`src/rtl/pwm_period_counter.sv`:
```
// PWM timebase: free-running sawtooth or triangle counter with a shadowed period
// and a load strobe that coincides with tick 0 of every period.
module pwm_period_counter #(
    parameter int bitwidth              = 10,
    parameter int enable_center_aligned = 0
) (
    input  logic                clock,
    input  logic                reset,
    input  logic                enable,
    input  logic [bitwidth-1:0] period,
    input  logic                force_restart,
    output logic [bitwidth-1:0] counter_value,
    output logic                load_enable,
    output logic                counting_down,
    output logic [bitwidth-1:0] active_period
);
    localparam logic [bitwidth-1:0] ONE = {{(bitwidth-1){1'b0}}, 1'b1};

    logic [bitwidth-1:0] counter_reg;
    logic [bitwidth-1:0] active_period_reg;
    logic                down_reg;
    logic                load_enable_reg;
    logic                pending_load_reg;

    logic                natural_wrap;
    logic [bitwidth-1:0] step_value;
    logic                step_down;
    logic                boundary;

    generate
        if (enable_center_aligned != 0) begin : g_center
            // A peak of 1 turns straight into the next period's 0, so it wraps
            // from the ascending side as well.
            always_comb begin
                natural_wrap = (active_period_reg == '0)
                            || ((counter_reg == ONE) && (down_reg || (active_period_reg == ONE)));
                step_value   = counter_reg + ONE;
                step_down    = down_reg;
                if (down_reg) begin
                    step_value = counter_reg - ONE;
                end else if (counter_reg == active_period_reg) begin
                    step_down  = 1'b1;
                    step_value = active_period_reg - ONE;
                end
            end
        end else begin : g_edge
            always_comb begin
                natural_wrap = (counter_reg == active_period_reg);
                step_value   = counter_reg + ONE;
                step_down    = 1'b0;
            end
        end
    endgenerate

    assign boundary = pending_load_reg || force_restart || natural_wrap;

    always_ff @(posedge clock or negedge reset) begin
        if (!reset) begin
            counter_reg       <= '0;
            active_period_reg <= '0;
            down_reg          <= 1'b0;
            load_enable_reg   <= 1'b0;
            pending_load_reg  <= 1'b1;
        end else if (enable) begin
            if (boundary) begin
                counter_reg       <= '0;
                active_period_reg <= period;
                down_reg          <= 1'b0;
                load_enable_reg   <= 1'b1;
                pending_load_reg  <= 1'b0;
            end else begin
                counter_reg     <= step_value;
                down_reg        <= step_down;
                load_enable_reg <= 1'b0;
            end
        end else begin
            load_enable_reg <= 1'b0;
        end
    end

    assign counter_value = counter_reg;
    assign load_enable   = load_enable_reg;
    assign counting_down = down_reg;
    assign active_period = active_period_reg;

endmodule

```
`config.mk`:
```
export PLATFORM = sky130hd
export DESIGN_NAME = pwm_period_counter
export DESIGN_NICKNAME = d
export VERILOG_FILES = /design/src/rtl/pwm_period_counter.sv
export SDC_FILE = /design/constraint.sdc
export NUM_CORES = 1
export LEC_CHECK = 0
export ABC_AREA = 1
export CORE_MARGIN = 1
export CORE_UTILIZATION = 48
export CTS_CLUSTER_DIAMETER = 50
export DETAILED_ROUTE_END_ITERATION = 16
export DONT_BUFFER_PORTS = 1
export HOLD_SLACK_MARGIN = 0.1
export SLEW_MARGIN = 20
export SYNTH_ARGS = -nofsm -noshare
export SYNTH_HDL_FRONTEND = slang
export SYNTH_SLANG_ARGS = --single-unit
```
`constraint.sdc`:
```
create_clock -name clock -period 1.6 [get_ports clock]
set_input_delay 0.08 -clock clock [delete_from_list [all_inputs] [get_ports clock]]
set_output_delay 0.08 -clock clock [all_outputs]
set_load 0.01 [all_outputs]
```
* Yosys cells after proc, flatten, opt, wreduce, memory -nomap -nowiden
Index checks and enable logic that the tools add are counted.
** Storage, ports and cells
- Flip-flop bits (word level) :: 22
- Input bits :: 14
- Output and inout bits :: 22
- Word-level logic and storage cells :: 12
** Cells by class
- Add/sub/neg operators :: 1
- Eq/ne operators :: 1
- Multiplexer cells :: 3
- Reduce and logical (&&, ||, !) cells :: 3
** Operators by type and width (count)
- $add 10x1->10 const B :: 1
- $eq 10x10->1 :: 1
- $mux 10 :: 1
- $logic_or 1x1->1 :: 2
- $mux 1 :: 2
- $reduce_and 2->1 :: 1

* Logic depth before layout (Yosys ltp)
Gate-level depths: netlist of the first run.
- Word-level depth :: 4
- Mapped depth :: 11

* Worst setup path before layout of the first run
OpenSTA, ideal clock, no wires.
- Path type :: flip-flop to flip-flop
- From :: reg active_period_reg[5], in the netlist active_period[5]
- To :: reg active_period_reg[2], in the netlist active_period[2]
- Arrival time :: 1.256 ns
- Required time :: 1.483 ns
- Slack :: 0.227 ns
- Cell stages (with the launch flop) :: 9
- Path buffers :: 1
- Period minus slack after synthesis :: 1.373 ns
- Path through :: dfrtp_1 > or2_1 > a21oi_2 > nand3_2 > nand2_2 > nand2_2 > buf_6 > nand2_1 > nand2_1
** On the way
- Cells in the longest elaborated chain, start to end :: 3
** Ends and longest elaborated chain
- start, declared :: line 20 : logic [bitwidth-1:0] active_period_reg;
- start signal, assigned :: line 67 : active_period_reg <= period;
- $eq 10x10->1 :: line 48 : natural_wrap = (counter_reg == active_period_reg);
- $logic_or 1x1->1 :: line 55 : assign boundary = pending_load_reg || force_restart || natural_wrap;
- $reduce_and 2->1 (no source line)
Every way passes these cells.
A chain may end at the register's enable or synchronous reset.

* Worst setup path after layout of the first run
- From :: reg active_period_reg[3], in the netlist active_period[3]
- To :: reg counter_reg[5], in the netlist counter_value[5]
** On the way
- Cells in the longest elaborated chain, start to end :: 3
** Ends and longest elaborated chain
- $eq 10x10->1 :: line 48
- $logic_or 1x1->1 :: line 55
- $mux 10 :: line 65 : if (boundary) begin
- end signal, assigned :: line 72 : counter_reg <= step_value;
- end, declared :: line 19 : logic [bitwidth-1:0] counter_reg;
Every way passes these cells.

==> impl.org, run 1 <==
** Synthesis
- Combined area of all synthesized cells :: 0.00116 sq mm
- In this run the mean area of a mapped cell was 7.73 sq um.
- Synthesis inferred 22 register bits.
- Sequential cells were found to cover 47.6% of the synthesized design area.
- The cell count after synthesis came out at 150.
- Yosys warns :: 0
- Count of cell types in the netlist :: 23
- Nets in the synthesized netlist :: 165

** Layout
- Once layout is complete, the utilization of the core stands at 66.3%.
- Area taken by flip-flops and latches :: 552 sq um
- Count of filler cells inserted in the layout :: 215
- The finished layout holds 211 standard cells, fillers aside.
- Most common cell after layout, fill and taps aside :: nand2_1
- Commonest cells after routing, fill and taps aside :: 54 x nand2_1, 21 x dfrtp_1, 17 x buf_4
- 0 antenna diodes ended up in the layout.
- Footprint of the multi-input gates :: 514 sq um
- Final std cell area, no fill :: 0.00149 sq mm
- Fin nets :: 199
- Area Growth Syn to Fin :: 28.8%
- Layout cells sized above 1 :: 16.9%

** Critical path
- Cell seen most often among critical-path stages :: nand2_1
- Cell family with most CP delay :: simple AND/OR/NAND/NOR gates
- The worst setup path is launched from a flip-flop.
- Category of the worst setup path capture point :: flip-flop
- The slowest stage of the critical path is the dfrtp_1 cell.
- Delay of the slowest critical-path stage :: 0.47 ns
- The signal on the critical path passes through inv_1, nand2_1, nand2_1, nand2_1, nor2_2, nand3_2, nand2_2, nand2_4, clkinvlp_4, nor2_1.
- In this run the worst path has a maximum fanout of 12.
- STA puts the critical path data arrival time at 1.71 ns.
- Logic depth of the worst path, buffers included :: 10
- The critical path contains buffers and inverters numbering 2 combined.
- Data on the critical path is required at its endpoint by 1.82 ns.
- Critical path type :: reg -> reg
- The number of cells on the worst reg-to-reg path is 10.

** Placed design
- Counting tap cells, the placed design contains a total of 191 instances.
- During placement, the flow inserted port buffers numbering 0.
- Area post-placement :: 0.00129 sq mm
- The HPWL after detailed placement is 1.78 mm.
- The congestion estimate from routability-driven global placement came to 0.803.

** CTS
- Number of setup buffers added after CTS :: 0
- Cts bufs inserted :: 3
- At the later pin of the worst-skew pair, clock insertion delay measures 0.31 ns.
- In this run the number of H-tree levels came out at 1.
- Worst-case clock buffer depth :: 2
- Clock-pin slew was measured on the worst setup and hold paths at 0.13 ns.
- In this run the clock root is driven by a clkbuf_4.
- # clock sinks :: 22
- TritonCTS built the clock tree.

** STA
- The hold violation total from the final report came to 0.
- Actual transition at the worst max-transition pin :: 0.675 ns
- Unrepaired setup endpoints after global routing :: yes
- Shortest period the worst path allows :: 1.50 ns
- Slew Limit Headroom :: 55.0%
- Between clock sinks in the finished design, the worst skew comes to 0.000943 ns.
- Based on the critical path, the design can be clocked at up to 0.669 GHz.
- Tcrit/Tclk final :: 93.4%
- Setup violations remaining at the end of the flow were counted as 0.
- The number of max-slew violations in the final report is 0.

** Floorplan
- Initial Utilization :: 51.4%
- The floorplan step defined a die boundary enclosing 0.00262 sq mm.
- Horizontal die dimension :: 51.2 um
- 36 I/O pins were placed.
- In this run the core area contains 17 standard-cell rows.
- The total area inside the core boundary comes to 0.00225 sq mm.
- Die H :: 51.2 um

** Detailed routing
- Final routed DRC violation total :: 0
- Routed wire length per instance :: 12.1 um
- Via count :: 1,051
- The routed design has 2.56 mm of wire.
- Once detail routing completed, the nets flagged for antenna violations numbered 0.
- In this run, the number of DRC markers left after iteration 0 of detailed routing was 23.
- Drt via density :: 4.98
- The first detailed-routing pass ran for 4 iterations.

** Status
- The run finished with clean final reports.

** Global route
- Number of antenna violations at the first check in global routing :: 0
- The via count of the first global-routing pass came to 956.
- Maximum number of pins on one net before global-route repair :: 23
- After global routing the overflow that remains totals 0.
- Wire length of the first global-routing pass :: 4.16 mm
- Overall global routing resource usage :: 22.2%

** Job
- Max-cap violations in this run came to 0.

** Power and ir drop
- Ratio of total power to cell area :: 852 mW/mm^2
- For this design the static power due to leakage is 0.769 nW.
- Peak VDD IR :: 0.591 mV

** Worst hold path
- Class of the most critical hold timing path :: in -> async
==> worst paths after layout <==
path | start | to | slack [ns]
setup reg to reg | active_period[3] | counter_value[5] | 0.10
hold reg to reg | pending_load_reg | pending_load_reg | 0.46
setup / recovery | active_period[3] | counter_value[5] | 0.10
max in group asynchronous | reset | pending_load_reg | 1.00
min in group clock | period[1] | active_period[1] | 0.44
hold / removal | reset | counter_value[3] | 0.24
==> per-stage QoR <==
step | setup slack (ns) | setup TNS (ns) | power [mW] | hold WS (ns)
3_3_place_gp | 0.109 | 0 | 0.911 | -0.215
4_1_cts | 0.00170 | 0 | 1.27 | 0.397
6_report | 0.105 | 0 | 1.27 | 0.244
3_5_place_dp | 0.0542 | 0 | 0.915 | -0.215
5_1_grt | -0.00603 | -0.00603 | 1.34 | 0.286
2_1_floorplan | 0.227 | 0 | 0.831 | -0.216
==> cell type report <==
class	count	share of cell area (%)
Timing Repair inverter	1	0.503
Multi-Input combinational cell	107	34.4
Clock buffer	4	2.43
Sequential cell	22	36.9
Tap cell	28	2.35
Inverter	16	4.19
Timing Repair Buffer	33	19.2
==> repair_timing <==
action	in CTS	in global routing
hold buffers	14	1
hold endpoints to repair	38	22
setup endpoints to repair	0	14
gates resized for setup	0	4
==> kinds of logic after synthesis <==
logic type / count (synthesis) / share of synthesized area, %
and+or+nand+nor: 91 / 33.0
AOI/OAI and AO/OA: 5 / 2.70
buffers and inverters: 21 / 8.52
xor gates and xnor gates: 9 / 6.80
other: 1 / 0.323
adders and majority gates: 1 / 1.08
DFF: 22 / 47.6
==> power breakdown <==
| part | internal, mW | total [mW] | switching (mW) |
|---|---|---|---|
| logic | 0.137 | 0.300 | 0.163 |
| registers | 0.605 | 0.655 | 0.0499 |
| clock network | 0.139 | 0.318 | 0.179 |
| total | 0.881 | 1.27 | 0.391 |
==> layer usage <==
metal | vias up | global-route usage, % | wire length [um]
met5 | - | 0 | 0
met4 | 0 | 8.33 | 14
met3 | 2 | 3.87 | 144
met2 | 33 | 34.0 | 1170
met1 | 488 | 31.2 | 1230
li1 | 528 | - | -
==> synth_stat cells (all sizes together) <==
cell type,n,area (sq um)
xor2,5,43.8
nand2,56,215
buf,5,38.8
o21ai,2,10.0
nor2,16,62.6
nand4,3,18.8
dfstp,1,26.3
ha,1,12.5
conb,1,3.75
o22ai,2,12.5
or2,1,6.26
a21oi,1,8.76
xnor2,4,35.0
nand3,14,75.1
dfrtp,21,526
nor3,1,5.00
inv,16,60.1
(Power assumes the default switching activity.)
==> inputs of run 2 (changes only) <==
--- a/config.mk
+++ b/config.mk
@@ -11,7 +11,7 @@
 export CTS_CLUSTER_DIAMETER = 50
 export DETAILED_ROUTE_END_ITERATION = 16
 export DONT_BUFFER_PORTS = 1
-export HOLD_SLACK_MARGIN = 0.1
+export HOLD_SLACK_MARGIN = 0.12
 export SLEW_MARGIN = 20
 export SYNTH_ARGS = -nofsm -noshare
 export SYNTH_HDL_FRONTEND = slang
==> constraint.sdc (replaced) <==
create_clock -name clock -period 1.6 [get_ports clock]
set_input_delay 0.16 -clock clock [delete_from_list [all_inputs] [get_ports clock]]
set_output_delay 0.16 -clock clock [all_outputs]
set_load 0.01 [all_outputs]
==> impl.org, run 2 (synthesis results as in run 1) <==
** Floorplan
- Die H :: 51.2 um (unchanged)
- The core outline area came to 0.00225 sq mm (unchanged).
- The floorplan die width came to 51.2 um (unchanged).
- Number of primary I/O pins :: 36 (unchanged)
- Number of placement rows :: 17 (unchanged)
- The starting utilization of the core area was 51.4% (unchanged).
- The total die area is 0.00262 sq mm (unchanged).

** CTS
- Cts bufs inserted :: 3 (unchanged)
- The deepest level of the CTS H-tree is 1 (unchanged).
- The maximum clock path buffer count came to 2 (unchanged).
- Clock tree from TritonCTS :: done (unchanged)
- The clock tree root driver cell is clkbuf_4 (unchanged).
- The clock latency of the later-clocked register in the worst-skew pair came to 0.31 ns (about the same).
- Clk slew on worst S/H paths :: 0.13 ns (about the same)
- The total number of clock tree sinks came to 22 (unchanged).

** Job
- The max-cap check violation count came to 0 (unchanged).

** Critical path
- The worst-path cell with the longest stage delay is dfrtp_1 (unchanged).
- Required time of the critical path :: 1.86 ns (was 1.82 ns)
- The cell seen most often among critical-path stages is nand2_1 (unchanged).
- The signal arrival time at the worst endpoint is 1.71 ns (about the same).
- Category of the worst setup path capture point :: flip-flop (unchanged)
- The sort of element at the start of the critical path is a flip-flop (unchanged).
- The critical path class was reg -> reg (unchanged).
- The setup slack of the worst register-to-register path came to 0.15 ns (was 0.10 ns).
- Worst path bufs/invs :: 1 (was 2)
- Delay of the slowest critical-path stage :: 0.46 ns (was 0.47 ns)
- The top fanout value on the critical path was 11 (was 12).
- The cell count of the worst reg-to-reg path was 8 (was 10).
- The critical path's top delay family was simple AND/OR/NAND/NOR gates (unchanged).
- Destination of the worst register-to-register timing path :: active_period[4] (was counter_value[5])
- Worst path cell trace: xnor2_1, nand2_1, nor2_2, nand3_2, nand2_2, buf_6, nand3_1, nand2_1 (was inv_1, nand2_1, nand2_1, nand2_1, nor2_2, nand3_2, nand2_2, nand2_4, clkinvlp_4, nor2_1).
- Reg2Reg Launch Point :: active_period[2] (was active_period[3])

** Global route
- Maximum number of pins on one net before global-route repair :: 23 (unchanged)
- The overall overflow remaining after global route was 0 (unchanged).
- The global-route wire length before repair was 4.34 mm (was 4.16 mm).
- Number of global-route vias before repair :: 982 (was 956)
- Overall global routing resource usage :: 23.2% (was 22.2%)
- The initial antenna violation count was 0 (unchanged).

** STA
- The setup TNS was 0 ns (unchanged).
- The clock tree skew after final layout came to 0.00224 ns (was 0.000943 ns).
- The hold violation total from the final report was 0 (unchanged).
- Slew Limit Headroom :: 66.1% (was 55.0%)
- Unrepaired setup endpoints after global routing :: no (was yes)
- Shortest period the worst path allows :: 1.45 ns (was 1.50 ns)
- Tcrit/Tclk final :: 90.7% (was 93.4%)
- The number of max-slew violations in the final report is 0 (unchanged).
- The pin slew with the least headroom to its limit is 0.507 ns (was 0.675 ns).
- Worst hold slack after final layout :: 0.0845 ns (was 0.244 ns)
- The highest achievable clock rate came to 0.689 GHz (was 0.669 GHz).
- Setup Viol. Count Final :: 0 (unchanged)

** Layout
- The design area is 0.00150 sq mm (was 0.00149 sq mm).
- Area Growth Syn to Fin :: 29.7% (was 28.8%)
- The final layout net count was 200 (was 199).
- Most common cell after layout, fill and taps aside :: nand2_1 (unchanged)
- The antenna diode count is 0 (unchanged).
- The final core utilization is 66.7% (was 66.3%).
- Layout cells sized above 1 :: 16.3% (was 16.9%)
- Commonest cells after routing, fill and taps aside :: 54 x nand2_1, 21 x dfrtp_1, 17 x buf_4 (unchanged)

** Placed design
- Weighted congestion reported at the end of routability-driven placement :: 0.803 (unchanged)
- Port Buffer Count :: 0 (unchanged)
- Placed wire-length estimate :: 1.78 mm (unchanged)
- Area post-placement :: 0.00129 sq mm (unchanged)

** Worst hold path
- The worst hold path class was in -> reg (was in -> async).
- The path with the worst hold slack has its endpoint at counter_value[2].
- Startpoint of the worst hold path :: enable
- WHS Path Cells :: 3

** Detailed routing
- First-pass iteration count of the detailed router :: 4 (unchanged)
- The post-detailed-route count of antenna-violating nets was 0 (unchanged).
- The final routed wirelength across all metal layers came to 2.55 mm (was 2.56 mm).
- The detailed-route vias per instance was 4.93 (was 4.98).
- The first-iteration detailed-routing DRC count came to 18 (was 23).
- Via count :: 1,045 (was 1,051)
- Final routed DRC violation total :: 0 (unchanged)
- The average wire per cell in the routed design was 12.0 um (was 12.1 um).

** Power and ir drop
- Ratio of total power to cell area :: 844 mW/mm^2 (was 852 mW/mm^2)
- The leakage power is 0.766 nW (was 0.769 nW).
- The highest ir drop seen on vdd came to 0.584 mV (was 0.591 mV).

** Status
- Run status: completed (unchanged).
==> run 2: area by class of cell <==
cell class              count  area, sq um
clock buffers               4         36.3
fillers                   212          751
inverters                  16         62.6
multi-input cells         107          514
flip-flops and latches     22          552
well taps                  28         35.0
repair buffers             35          304
==> run 2: how the worst max path moves through the flow <==
stage	start	endpoint	slack, ns	depth (start not counted)
3_5_place_dp	active_period[2]	counter_value[6]	0.05	8
3_3_place_gp	counter_value[3]	counter_value[8]	0.11	10
5_1_grt	counter_value[1]	active_period[4]	0.03	10
4_1_cts	active_period[2]	counter_value[6]	0.04	8
2_1_floorplan	active_period[5]	active_period[2]	0.23	8
6_report	active_period[2]	active_period[4]	0.15	8
==> run 2: worst min-delay path, stage by stage <==
cell and delay, ns:
nand2_1 0.06, xor2_1 0.06, nor2_1 0.09
==> run 2: repair_timing <==
item / in CTS / in global routing
endpoints found under the setup margin: 0 / 8
hold endpoints to repair: 37 / 26
buffers inserted: 0 / 0
hold buffers: 16 / 2
gates resized for setup: 0 / 3
==> run 2: routing by layer <==
layer / track usage (%) / up-vias / part of all wire (%)
met5: 0 / - / 0
met4: 8.33 / 0 / 0.55
met3: 4.17 / 2 / 7.9
met1: 32.0 / 472 / 46
met2: 36.2 / 41 / 46
li1: - / 530 / -
==> run 2: power breakdown <==
part           total [mW]  internal, mW  switching [mW]
clock               0.315         0.139           0.176
combinational       0.300         0.140           0.160
sequential          0.654         0.605          0.0495
total                1.27         0.884           0.385
==> run 2: stage by stage <==
stage | instances | setup WS, ns | power, mW
after floorplan | 150 | 0.227 | 0.831
after global placement | 191 | 0.109 | 0.911
after detailed placement | 191 | 0.0542 | 0.915
after CTS | 211 | 0.0356 | 1.27
after global routing | 212 | 0.0285 | 1.34
final | 212 | 0.149 | 1.27
==> inputs of run 3 (changes only) <==
==> constraint.sdc (replaced) <==
create_clock -name clock -period 1.8 [get_ports clock]
set_input_delay 0.18 -clock clock [delete_from_list [all_inputs] [get_ports clock]]
set_output_delay 0.18 -clock clock [all_outputs]
set_load 0.01 [all_outputs]
==> impl.org, run 3 (synthesis results as in run 1) <==
** Status
- Run status: completed (unchanged).

** Critical path
- The launching point of the worst reg2reg path is counter_value[0] (was active_period[2]).
- Capturing element of the worst setup path :: counter_value[3] (was active_period[4])
- Cell depth of the worst flop-to-flop path :: 10 (was 8)
- Top fanout value on the critical path :: 11 (unchanged)
- Category of the worst setup path capture point :: flip-flop (unchanged)
- Worst reg-to-reg setup slack :: 0.18 ns (was 0.15 ns)
- The worst-path cell with the longest stage delay is dfrtp_2 (was dfrtp_1).
- The peak per-stage delay on the critical path was 0.50 ns (was 0.46 ns).
- The sort of element at the start of the critical path was a flip-flop (unchanged).
- The path length in cells of the critical path was 10 (was 8).
- The critical path class was reg -> reg (unchanged).
- Setup crit start :: counter_value[0] (was active_period[2])
- Worst path bufs/invs :: 2 (was 1)
- Cell seen most often among critical-path stages :: nand2_1 (unchanged)
- The critical path's top delay family is simple AND/OR/NAND/NOR gates (unchanged).
- The required time at the endpoint of the critical path came to 2.00 ns (was 1.86 ns).
- Worst path cell trace :: inv_1, nand2_1, nand2_1, nand2_1, nor2_2, nand3_2, nand2_2, nand2_2, inv_2, nor2_1 (was xnor2_1, nand2_1, nor2_2, nand3_2, nand2_2, buf_6, nand3_1, nand2_1)
- Destination of the worst register-to-register timing path :: counter_value[3] (was active_period[4])
- Data arrival time of the critical path :: 1.82 ns (was 1.71 ns)

** Layout
- Area Growth Syn to Fin :: 16.9% (was 29.7%)
- Commonest cells after routing, fill and taps aside: 54 x nand2_1, 20 x dfrtp_1, 15 x inv_1, 15 x nor2_1 (was 54 x nand2_1, 21 x dfrtp_1, 17 x buf_4).
- The number of filler instances in the final layout was 225 (was 212).
- Count of placed standard cells in the final layout, fillers left out :: 196 (was 212)
- The final layout net count came to 184 (was 200).
- The most common cell after layout, fill and taps aside is nand2_1 (unchanged).
- Count of inserted antenna diode cells :: 0 (unchanged)
- The layout cell share with drive strength beyond 1 was 10.1% (was 16.3%).
- The design area was 0.00136 sq mm (was 0.00150 sq mm).

** Placed design
- Weighted congestion reported at the end of routability-driven placement :: 0.790 (was 0.803)
- The number of buffers inserted by port buffering is 0 (unchanged).
- Cell count after placement :: 178 (was 191)
- The placed wire-length estimate after detailed placement is 1.78 mm (about the same).
- The total placed instance area was 0.00119 sq mm (was 0.00129 sq mm).

** Detailed routing
- Drt via density :: 5.06 (was 4.93)
- The overall via count from detail_route came to 991 (was 1,045).
- Final routed DRC violation total :: 0 (unchanged)
- The post-detailed-route count of antenna-violating nets was 0 (unchanged).
- The final routed wirelength across all metal layers is 2.50 mm (was 2.55 mm).
- The first-iteration detailed-routing DRC count came to 18 (unchanged).
- The total iterations of the first detailed-routing run came to 4 (unchanged).
- The average wire per cell in the routed design was 12.7 um (was 12.0 um).

** Power and ir drop
- The internal cell power was 0.711 mW (was 0.884 mW).
- The power share of the combinational group is 18.7% (was 23.6%).
- The clock power share was 22.7% (was 24.8%).
- The switching power summed over all nets is 0.329 mW (was 0.385 mW).
- Share of total power consumed by net switching :: 31.7% (was 30.3%)
- The cell area power density is 767 mW/mm^2 (was 844 mW/mm^2).
- P_leak :: 0.675 nW (was 0.766 nW)
- Peak VDD IR :: 0.518 mV (was 0.584 mV)
- Sequential share of power :: 58.5% (was 51.6%)

** STA
- The highest achievable clock rate is 0.618 GHz (was 0.689 GHz).
- The setup TNS came to 0 ns (unchanged).
- The hold violation total from the final report came to 0 (unchanged).
- The final critical delay including setup and external delays came to 1.62 ns (was 1.45 ns).
- The setup violation total in the final timing report was 0 (unchanged).
- The worst max-slew margin expressed relative to the limit is 62.4% (was 66.1%).
- Unrepaired setup endpoints after global routing: no (unchanged).
- Tcrit/Tclk final :: 89.9% (was 90.7%)
- Actual transition at the worst max-transition pin :: 0.563 ns (was 0.507 ns)
- Worst setup skew after layout :: 0.00918 ns (was 0.00224 ns)
- Fin. max-slew vios :: 0 (unchanged)

** CTS
- The number of buffers added for setup after CTS came to 0 (unchanged).
- The total clock buffers created by CTS was 3 (unchanged).
- The CTS clock-pin slew for the worst setup and hold paths is 0.13 ns (about the same).
- Clock tree from TritonCTS :: done (unchanged)
- The maximum clock path buffer count came to 2 (unchanged).
- The deepest level of the CTS H-tree was 1 (unchanged).
- The total number of clock tree sinks came to 22 (unchanged).
- Root Buffer Master :: clkbuf_4 (unchanged)
- Clock latency on the worst-skew pair :: 0.31 ns (about the same)

** Floorplan
- Die area :: 0.00262 sq mm (unchanged)
- Die H :: 51.2 um (unchanged)
- Initial Utilization :: 51.4% (unchanged)
- Core Footprint :: 0.00225 sq mm (unchanged)
- Number of primary I/O pins :: 36 (unchanged)
- The row count is 17 (unchanged).
- The floorplan die width is 51.2 um (unchanged).

** Job
- The max-cap check violation count came to 0 (unchanged).

** Global route
- Wire length of the first global-routing pass :: 4.34 mm (unchanged)
- GR Overflow Total :: 0 (unchanged)
- Maximum number of pins on one net before global-route repair :: 23 (unchanged)
- The via count of the first global-routing pass was 988 (was 982).
- Overall global routing resource usage :: 22.9% (was 23.2%)
- Number of antenna violations at the first check in global routing :: 0 (unchanged)

** Worst hold path
- Class of the most critical hold timing path :: in -> reg (unchanged)
- WHS Path Cells :: 4 (was 3)
run 3: changes by cell type in the layout (fill, tap and decap cells not counted), sizes merged:
cell / change
dlygate4sd3: -3
buf: -13
run 3: how the worst min path moves through the flow:
stage / slack, ns / to / start
floorplan: -0.12 / active_period[0] / reset
global placement: -0.12 / active_period[4] / reset
detailed placement: -0.11 / active_period[4] / reset
CTS: 0.14 / counter_value[3] / enable
global route: 0.17 / counter_value[3] / enable
finish: 0.14 / counter_value[3] / enable
run 3: area by class of cell:
type                       instances  area, sq um  area share, %
tap                               28         35.0           2.58
multi-input combinational        107          509           37.5
timing repair buffer              19          173           12.7
inverter                          16         60.1           4.43
sequential                        22          553           40.8
clock buffer                       4         26.3           1.94
run 3: metal layers:
layer / GRT usage [%] / vias to the layer above / part of all wire, %
met2: 34.6 / 41 / 45
met5: 0 / - / 0
met3: 4.17 / 4 / 7.2
li1: - / 498 / -
met1: 32.1 / 448 / 46
met4: 9.72 / 0 / 1.5
run 3: stage by stage:
| step | hold WS (ns) | total power, mW | setup slack [ns] | utilization [%] |
|---|---|---|---|---|
| after floorplan | -0.116 | 0.739 | 0.427 | - |
| after global placement | -0.115 | 0.774 | 0.191 | 52.9 |
| after detailed placement | -0.115 | 0.777 | 0.155 | 52.9 |
| after CTS | 0.136 | 1.05 | 0.135 | 59.9 |
| after global routing | 0.170 | 1.10 | 0.0105 | 60.2 |
| final | 0.142 | 1.04 | 0.182 | 60.2 |
run 3: worst min-delay path, delay by kind of cell:
kind / cells / cell delay, ns
AND/OR/NAND/NOR: 3 / 0.16
AO/OA/AOI/OAI: 1 / 0.07
run 3: power by group through the flow:
stage | Combinational [mW] | Clock, mW | Sequential, mW
2_1_floorplan | 0.128 | 0 | 0.611
5_1_grt | 0.229 | 0.254 | 0.618
3_5_place_dp | 0.158 | 0 | 0.619
3_3_place_gp | 0.156 | 0 | 0.618
6_report | 0.195 | 0.236 | 0.609
4_1_cts | 0.195 | 0.246 | 0.609
run 3: what timing repair did:
| item | in CTS | in global routing |
|---|---|---|
| endpoints found under the setup margin | 0 | 7 |
| hold endpoints to repair | 36 | 21 |
| gates resized for setup | 0 | 1 |
| hold buffers | 13 | 1 |
